$ cat src/rtl/hex_disp_pkg.sv
// Shared constants and helpers for scanned display peripherals.
package hex_disp_pkg;

   function automatic int clog2(input int v);
      int r;
      int x;
      r = 0;
      x = v - 1;
      while (x > 0) begin
         r++;
         x = x >> 1;
      end
      return (r < 1) ? 1 : r;
   endfunction

   localparam int DEF_NUM_DIGITS  = 4;
   localparam int DEF_REFRESH_DIV = 50000;
   localparam int IDX_W   = clog2(DEF_NUM_DIGITS);
   localparam int PRESC_W = clog2(DEF_REFRESH_DIV);

   // Segment pattern the parent drives when digit_blank is set (common anode).
   localparam logic [6:0] SEG_OFF = 7'b1111111;

endpackage

$ cat src/rtl/refresh_prescaler.sv
// Free-running divide-by-DIV counter; tc is high in the last cycle of each period.
module refresh_prescaler
   import hex_disp_pkg::*;
#(
   parameter int DIV = 50000
) (
   input  logic clk,
   input  logic rst_n,
   output logic tc
);

   localparam int PW = clog2(DIV);
   localparam logic [PW-1:0] LAST = PW'(DIV - 1);

   logic [PW-1:0] cnt;

   always_ff @(posedge clk or negedge rst_n) begin
      if (!rst_n)          cnt <= '0;
      else if (cnt == LAST) cnt <= '0;
      else                 cnt <= cnt + PW'(1);
   end

   assign tc = (cnt == LAST);

endmodule

$ cat src/rtl/hex_display_scanner.sv
// Multiplexed seven-segment scanner: double-buffered hex word, one digit lit per
// refresh period, optional leading-zero blanking.
module hex_display_scanner
   import hex_disp_pkg::*;
#(
   parameter int NUM_DIGITS  = 4,
   parameter int REFRESH_DIV = 50000
) (
   input  logic                    clk,
   input  logic                    rst_n,
   input  logic                    load,
   input  logic [4*NUM_DIGITS-1:0] data_in,
   input  logic                    blank_lz,
   output logic [3:0]              digit_nibble,
   output logic                    digit_blank,
   output logic [NUM_DIGITS-1:0]   anode_n,
   output logic                    frame_tick,
   output logic                    pending
);

   localparam int W  = 4 * NUM_DIGITS;
   localparam int IW = clog2(NUM_DIGITS);
   localparam logic [IW-1:0] IDX_LAST = IW'(NUM_DIGITS - 1);

   logic                  tc;
   logic                  wrap;
   logic [IW-1:0]         idx, idx_next;
   logic [W-1:0]          shadow, display, display_next;
   logic [NUM_DIGITS-1:0] blank_vec;

   refresh_prescaler #(.DIV(REFRESH_DIV)) u_presc (
      .clk   (clk),
      .rst_n (rst_n),
      .tc    (tc)
   );

   // A load landing on the wrap cycle bypasses the shadow so it is never a frame late.
   always_comb begin
      wrap         = tc && (idx == IDX_LAST);
      idx_next     = (idx == IDX_LAST) ? '0 : idx + IW'(1);
      display_next = display;
      if (wrap) begin
         if (load)         display_next = data_in;
         else if (pending) display_next = shadow;
      end
   end

   // Digit k is a leading zero when it and every digit above it are zero.
   for (genvar k = 0; k < NUM_DIGITS; k++) begin : g_lz
      if (k == 0) begin : g_d0
         assign blank_vec[k] = 1'b0;
      end else begin : g_dk
         assign blank_vec[k] = blank_lz & ~|display_next[W-1:4*k];
      end
   end

   always_ff @(posedge clk or negedge rst_n) begin
      if (!rst_n) begin
         idx          <= IDX_LAST;
         shadow       <= '0;
         display      <= '0;
         pending      <= 1'b0;
         anode_n      <= '1;
         digit_nibble <= '0;
         digit_blank  <= 1'b1;
         frame_tick   <= 1'b0;
      end else begin
         frame_tick <= wrap;
         if (load) shadow <= data_in;
         if (wrap)      pending <= 1'b0;
         else if (load) pending <= 1'b1;
         if (tc) begin
            idx          <= idx_next;
            display      <= display_next;
            anode_n      <= ~(NUM_DIGITS'(1) << idx_next);
            digit_nibble <= display_next[4*idx_next +: 4];
            digit_blank  <= blank_vec[idx_next];
         end
      end
   end

endmodule

$ cat config.mk
export PLATFORM = sky130hd
export DESIGN_NAME = hex_display_scanner
export DESIGN_NICKNAME = d
export VERILOG_FILES = /design/src/rtl/hex_disp_pkg.sv /design/src/rtl/refresh_prescaler.sv /design/src/rtl/hex_display_scanner.sv
export SDC_FILE = /design/constraint.sdc
export NUM_CORES = 1
export LEC_CHECK = 0
export CAP_MARGIN = 30
export CORE_MARGIN = 3
export CORE_UTILIZATION = 35
export CTS_BUF_LIST = sky130_fd_sc_hd__clkbuf_8
export DETAILED_ROUTE_END_ITERATION = 8
export DONT_BUFFER_PORTS = 1
export PLACE_DENSITY = 0.5
export SYNTH_ARGS = -nofsm -noshare
export SYNTH_HDL_FRONTEND = slang
export SYNTH_HIERARCHICAL = 1
export SYNTH_SLANG_ARGS = --single-unit
$ cat constraint.sdc
create_clock -name clk -period 2.4 [get_ports clk]
set_input_delay 0.48 -clock clk [delete_from_list [all_inputs] [get_ports clk]]
set_output_delay 0.48 -clock clk [all_outputs]
set_load 0.01 [all_outputs]
==> flow_summary.ini, run 1 <==
[run_status]
status = completed

[power_and_ir_drop]
irDropWorstVdd_v = 0.000233
power_report.internal_total_mw = 1.51
power_density_nw_per_um2 = 618
switching_share = 0.230
power_frac_clock = 0.417
power.combinational.fraction = 0.040
design_power_total_mw = 1.96
p_seq_frac = 0.543
p_leak_nw = 1.45
power_switching_mw = 0.452

[critical_path]
crit_path_max_fanout = 6
worst_setup_path_end_kind = flop
cp_data_required_time_ps = 2670
reg2regPathDepth = 10
startpoint = u_presc/cnt[0]$_DFF_PN0_
worstReg2RegEnd = digit_nibble[3]$_DFFE_PN0P_
setup.worst_path.start_class = flop
crit_end = digit_nibble[3]$_DFFE_PN0P_
timing.critical_path.arrival_ps = 2520
worst-r2r-setup-slack_ps = 150
criticalPathCategory = reg2reg
worst_r2r_start = u_presc/cnt[0]$_DFF_PN0_

[sta]
fin_crit_sh = 0.936
timing.final.max_slew_violations = 0
finClkSkew_ps = 5.97
timing.final.hold_violations = 0
maxSlewHeadroom = 0.741
sum_of_negative_setup_slack_ps = 0
report.final.setup_viol = 0
rsz0062_at_grt = no
max_clock_freq_ghz = 0.445
shortest_clock_period_the_worst_path_allows_after_layout_ps = 2250
worstMarginPinSlew_ps = 378

[yosys]
yosys.area.top_type = sky130_fd_sc_hd__dfrtp_1
syn_area_um2 = 2850
synth_cell_type_count = 50
post-synth-top-area-fraction = 0.474
synth-warning-count = 6
postSynth.topFlopCell = sky130_fd_sc_hd__dfrtp_1
mappedNetlistNets = 264
seq_total_area_yosys = 0.538
synthesis.instances = 239
avgSynthCellArea_um2 = 11.9
ys_seq_elements = 61
synth_enable_flop_cells = 0
synth_area_leaders = sky130_fd_sc_hd__dfrtp_1 (47%), sky130_fd_sc_hd__mux2_2 (7.1%), sky130_fd_sc_hd__dfstp_2 (6.4%)
synth_async_sr_flop_share = 1.00

[grt]
grt_start_max_net_pins = 62
global_route.overflow_total = 0
vias_in_the_first_global_route = 1828
grt_pass1_wl_mm = 9.36
grtUsageTotal = 0.135
antenna_violations_before_repair = 0

[die]
row_count = 32
initial_core_util = 0.365
chipWidth_um = 96.3
pin_count = 31
design.die.area_um2 = 9270
floorplan.die.height_um = 96.3
core_region_area_um2 = 7810

[flow_run]
max-cap-violations = 0

[cts]
bufs_on_longest_clock_path = 2
cts.clk_slew.worst_paths_ps = 70
clock-root-buffer = sky130_fd_sc_hd__clkbuf_8
cts_htree_levels = 3
tritoncts_clock_tree = built
cts.sinks = 61
tritoncts.num_buffers = 9
postCtsSetupBuffers = 0
insertion_delay_ps = 330

[drt]
detailedRoute.firstIterationViolations = 79
remaining_drc_errors = 0
detail_route.vias_per_cell = 5.01
ant_nets = 0
wire_per_inst_um = 16.2
totalWireLength_mm = 5.75
detailroute.via_count = 1774
first_pass_iters = 4

[cells_and_area]
syn2layout_area_growth_pct = 11.4
insertedDiodeCount = 0
final_layout_size_suffix_gt1_frac = 0.254
finish.net_count = 272
n_fill_cell = 766
post-route-cell-area_um2 = 3180
layout.core_utilization = 0.407
commonest_cells_after_routing_fill_and_taps_aside = sky130_fd_sc_hd__dfrtp_1 (54), sky130_fd_sc_hd__nor2_1 (18), sky130_fd_sc_hd__mux2_2 (18)
mostFrequentLayoutCell = sky130_fd_sc_hd__dfrtp_1

[place]
placement.cell_area_um2 = 2950
detailed_place_hpwl_mm = 3.93
port_buffers = 0
routability_congestion_estimate = 0.723

[hold_path]
worst_hold_path_type = in2async
==> worst min-delay path by stage <==
| stage | from | end | slack [ps] | cells past startpoint |
|---|---|---|---|---|
| after floorplan | rst_n | digit_nibble[0]$_DFFE_PN0P_ | 180 | 0 |
| after global placement | rst_n | display[3]$_DFFE_PN0P_ | 190 | 0 |
| after detailed placement | rst_n | digit_nibble[1]$_DFFE_PN0P_ | 190 | 0 |
| after CTS | rst_n | display[3]$_DFFE_PN0P_ | 9 | 1 |
| after global routing | rst_n | display[3]$_DFFE_PN0P_ | 8 | 1 |
| final | rst_n | display[3]$_DFFE_PN0P_ | 20 | 1 |
==> sequential cells by signal, summed over array words and instances, names as in the netlist <==
register      cells
idx               2
display          16
shadow           16
frame_tick        1
anode_n           4
digit_nibble      4
pending           1
digit_blank       1
u_presc/cnt      16
==> per-stage QoR <==
| step | instances | hold WS [ps] | setup WS (ps) |
|---|---|---|---|
| 2_1_floorplan | 239 | 184 | 243 |
| 3_3_place_gp | 337 | 186 | 197 |
| 3_5_place_dp | 337 | 186 | 80.7 |
| 4_1_cts | 354 | 9.14 | 63.5 |
| 5_1_grt | 354 | 8.34 | 10.9 |
| 6_report | 354 | 20.1 | 153 |
==> logic make-up (layout without fill, tap and decap cells) <==
kind of cell / count (synthesis) / after routing / synth area share
flip-flops: 61 / 61 / 0.538
AO/OA/AOI/OAI: 33 / 33 / 0.0781
buffers and inverters: 28 / 41 / 0.0522
XOR/XNOR: 12 / 12 / 0.0368
multiplexers: 37 / 37 / 0.150
AND/OR/NAND/NOR: 63 / 63 / 0.123
adder cells (fa/ha/maj): 5 / 5 / 0.0219
==> power groups by stage <==
stage / Sequential [mW] / Combinational (mW) / Clock (mW)
finish: 1.07 / 0.0781 / 0.819
global route: 1.07 / 0.0899 / 0.897
CTS: 1.07 / 0.0804 / 0.854
detailed placement: 1.09 / 0.0537 / 0
global placement: 1.09 / 0.0543 / 0
floorplan: 1.08 / 0.0520 / 0
==> metal layers <==
layer  GRT usage  wire, um
met5           0         0
met4      0.0652        86
met3      0.0469       263
met2       0.194      2680
met1       0.180      2720
==> synthesized netlist by cell type (2+ instances only) <==
master,n
sky130_fd_sc_hd__buf_4,3
sky130_fd_sc_hd__a31oi_1,2
sky130_fd_sc_hd__a21oi_1,9
sky130_fd_sc_hd__and4_1,4
sky130_fd_sc_hd__nand4_1,3
sky130_fd_sc_hd__dfstp_2,7
sky130_fd_sc_hd__clkbuf_1,3
sky130_fd_sc_hd__buf_2,2
sky130_fd_sc_hd__nor3_1,4
sky130_fd_sc_hd__xor2_1,8
sky130_fd_sc_hd__dfrtp_1,54
sky130_fd_sc_hd__o21a_1,4
sky130_fd_sc_hd__o211ai_1,2
sky130_fd_sc_hd__mux2i_1,15
sky130_fd_sc_hd__o2111ai_1,2
sky130_fd_sc_hd__nor2_1,18
sky130_fd_sc_hd__nor4_1,2
sky130_fd_sc_hd__nand3_1,4
sky130_fd_sc_hd__ha_1,5
sky130_fd_sc_hd__mux2_2,18
sky130_fd_sc_hd__inv_1,16
sky130_fd_sc_hd__and2_1,3
sky130_fd_sc_hd__mux4_2,2
sky130_fd_sc_hd__o21ai_0,5
sky130_fd_sc_hd__buf_6,4
sky130_fd_sc_hd__nand2_1,12
sky130_fd_sc_hd__mux2_4,2
sky130_fd_sc_hd__xnor2_1,4
==> timing repair <==
action / CTS / global route
resized for setup: 0 / 6
endpoints found under the setup margin: 0 / 2
hold endpoints to repair: 61 / 0
hold buffers: 1 / 0
==> cell type report <==
type,count,area [um^2],area share
Sequential cell,61,1540,0.483
Multi-Input combinational cell,150,1190,0.373
Clock buffer,11,151,0.0476
Tap cell,102,128,0.0401
Timing Repair Buffer,9,91.3,0.0287
Inverter,16,60.1,0.0189
Clock inverter,5,26.3,0.00826
==> worst max-delay path, stage by stage, from the launching register on <==
cell                        delay (ps)
sky130_fd_sc_hd__dfrtp_1           410
sky130_fd_sc_hd__ha_1              230
sky130_fd_sc_hd__and3_2            260
sky130_fd_sc_hd__and4_1            180
sky130_fd_sc_hd__buf_4             160
sky130_fd_sc_hd__nand2_1           110
sky130_fd_sc_hd__inv_1             110
sky130_fd_sc_hd__a311oi_2          310
sky130_fd_sc_hd__a22oi_2           120
sky130_fd_sc_hd__o2111ai_2         170
sky130_fd_sc_hd__o21a_1            140
(Power assumes the default switching activity.)
==> inputs of run 2 (changes only) <==
- GPL_ROUTABILITY_DRIVEN: default -> 0
==> results of run 2 <==
Same layout as run 1: the final DEF is identical, and so are final timing and power.
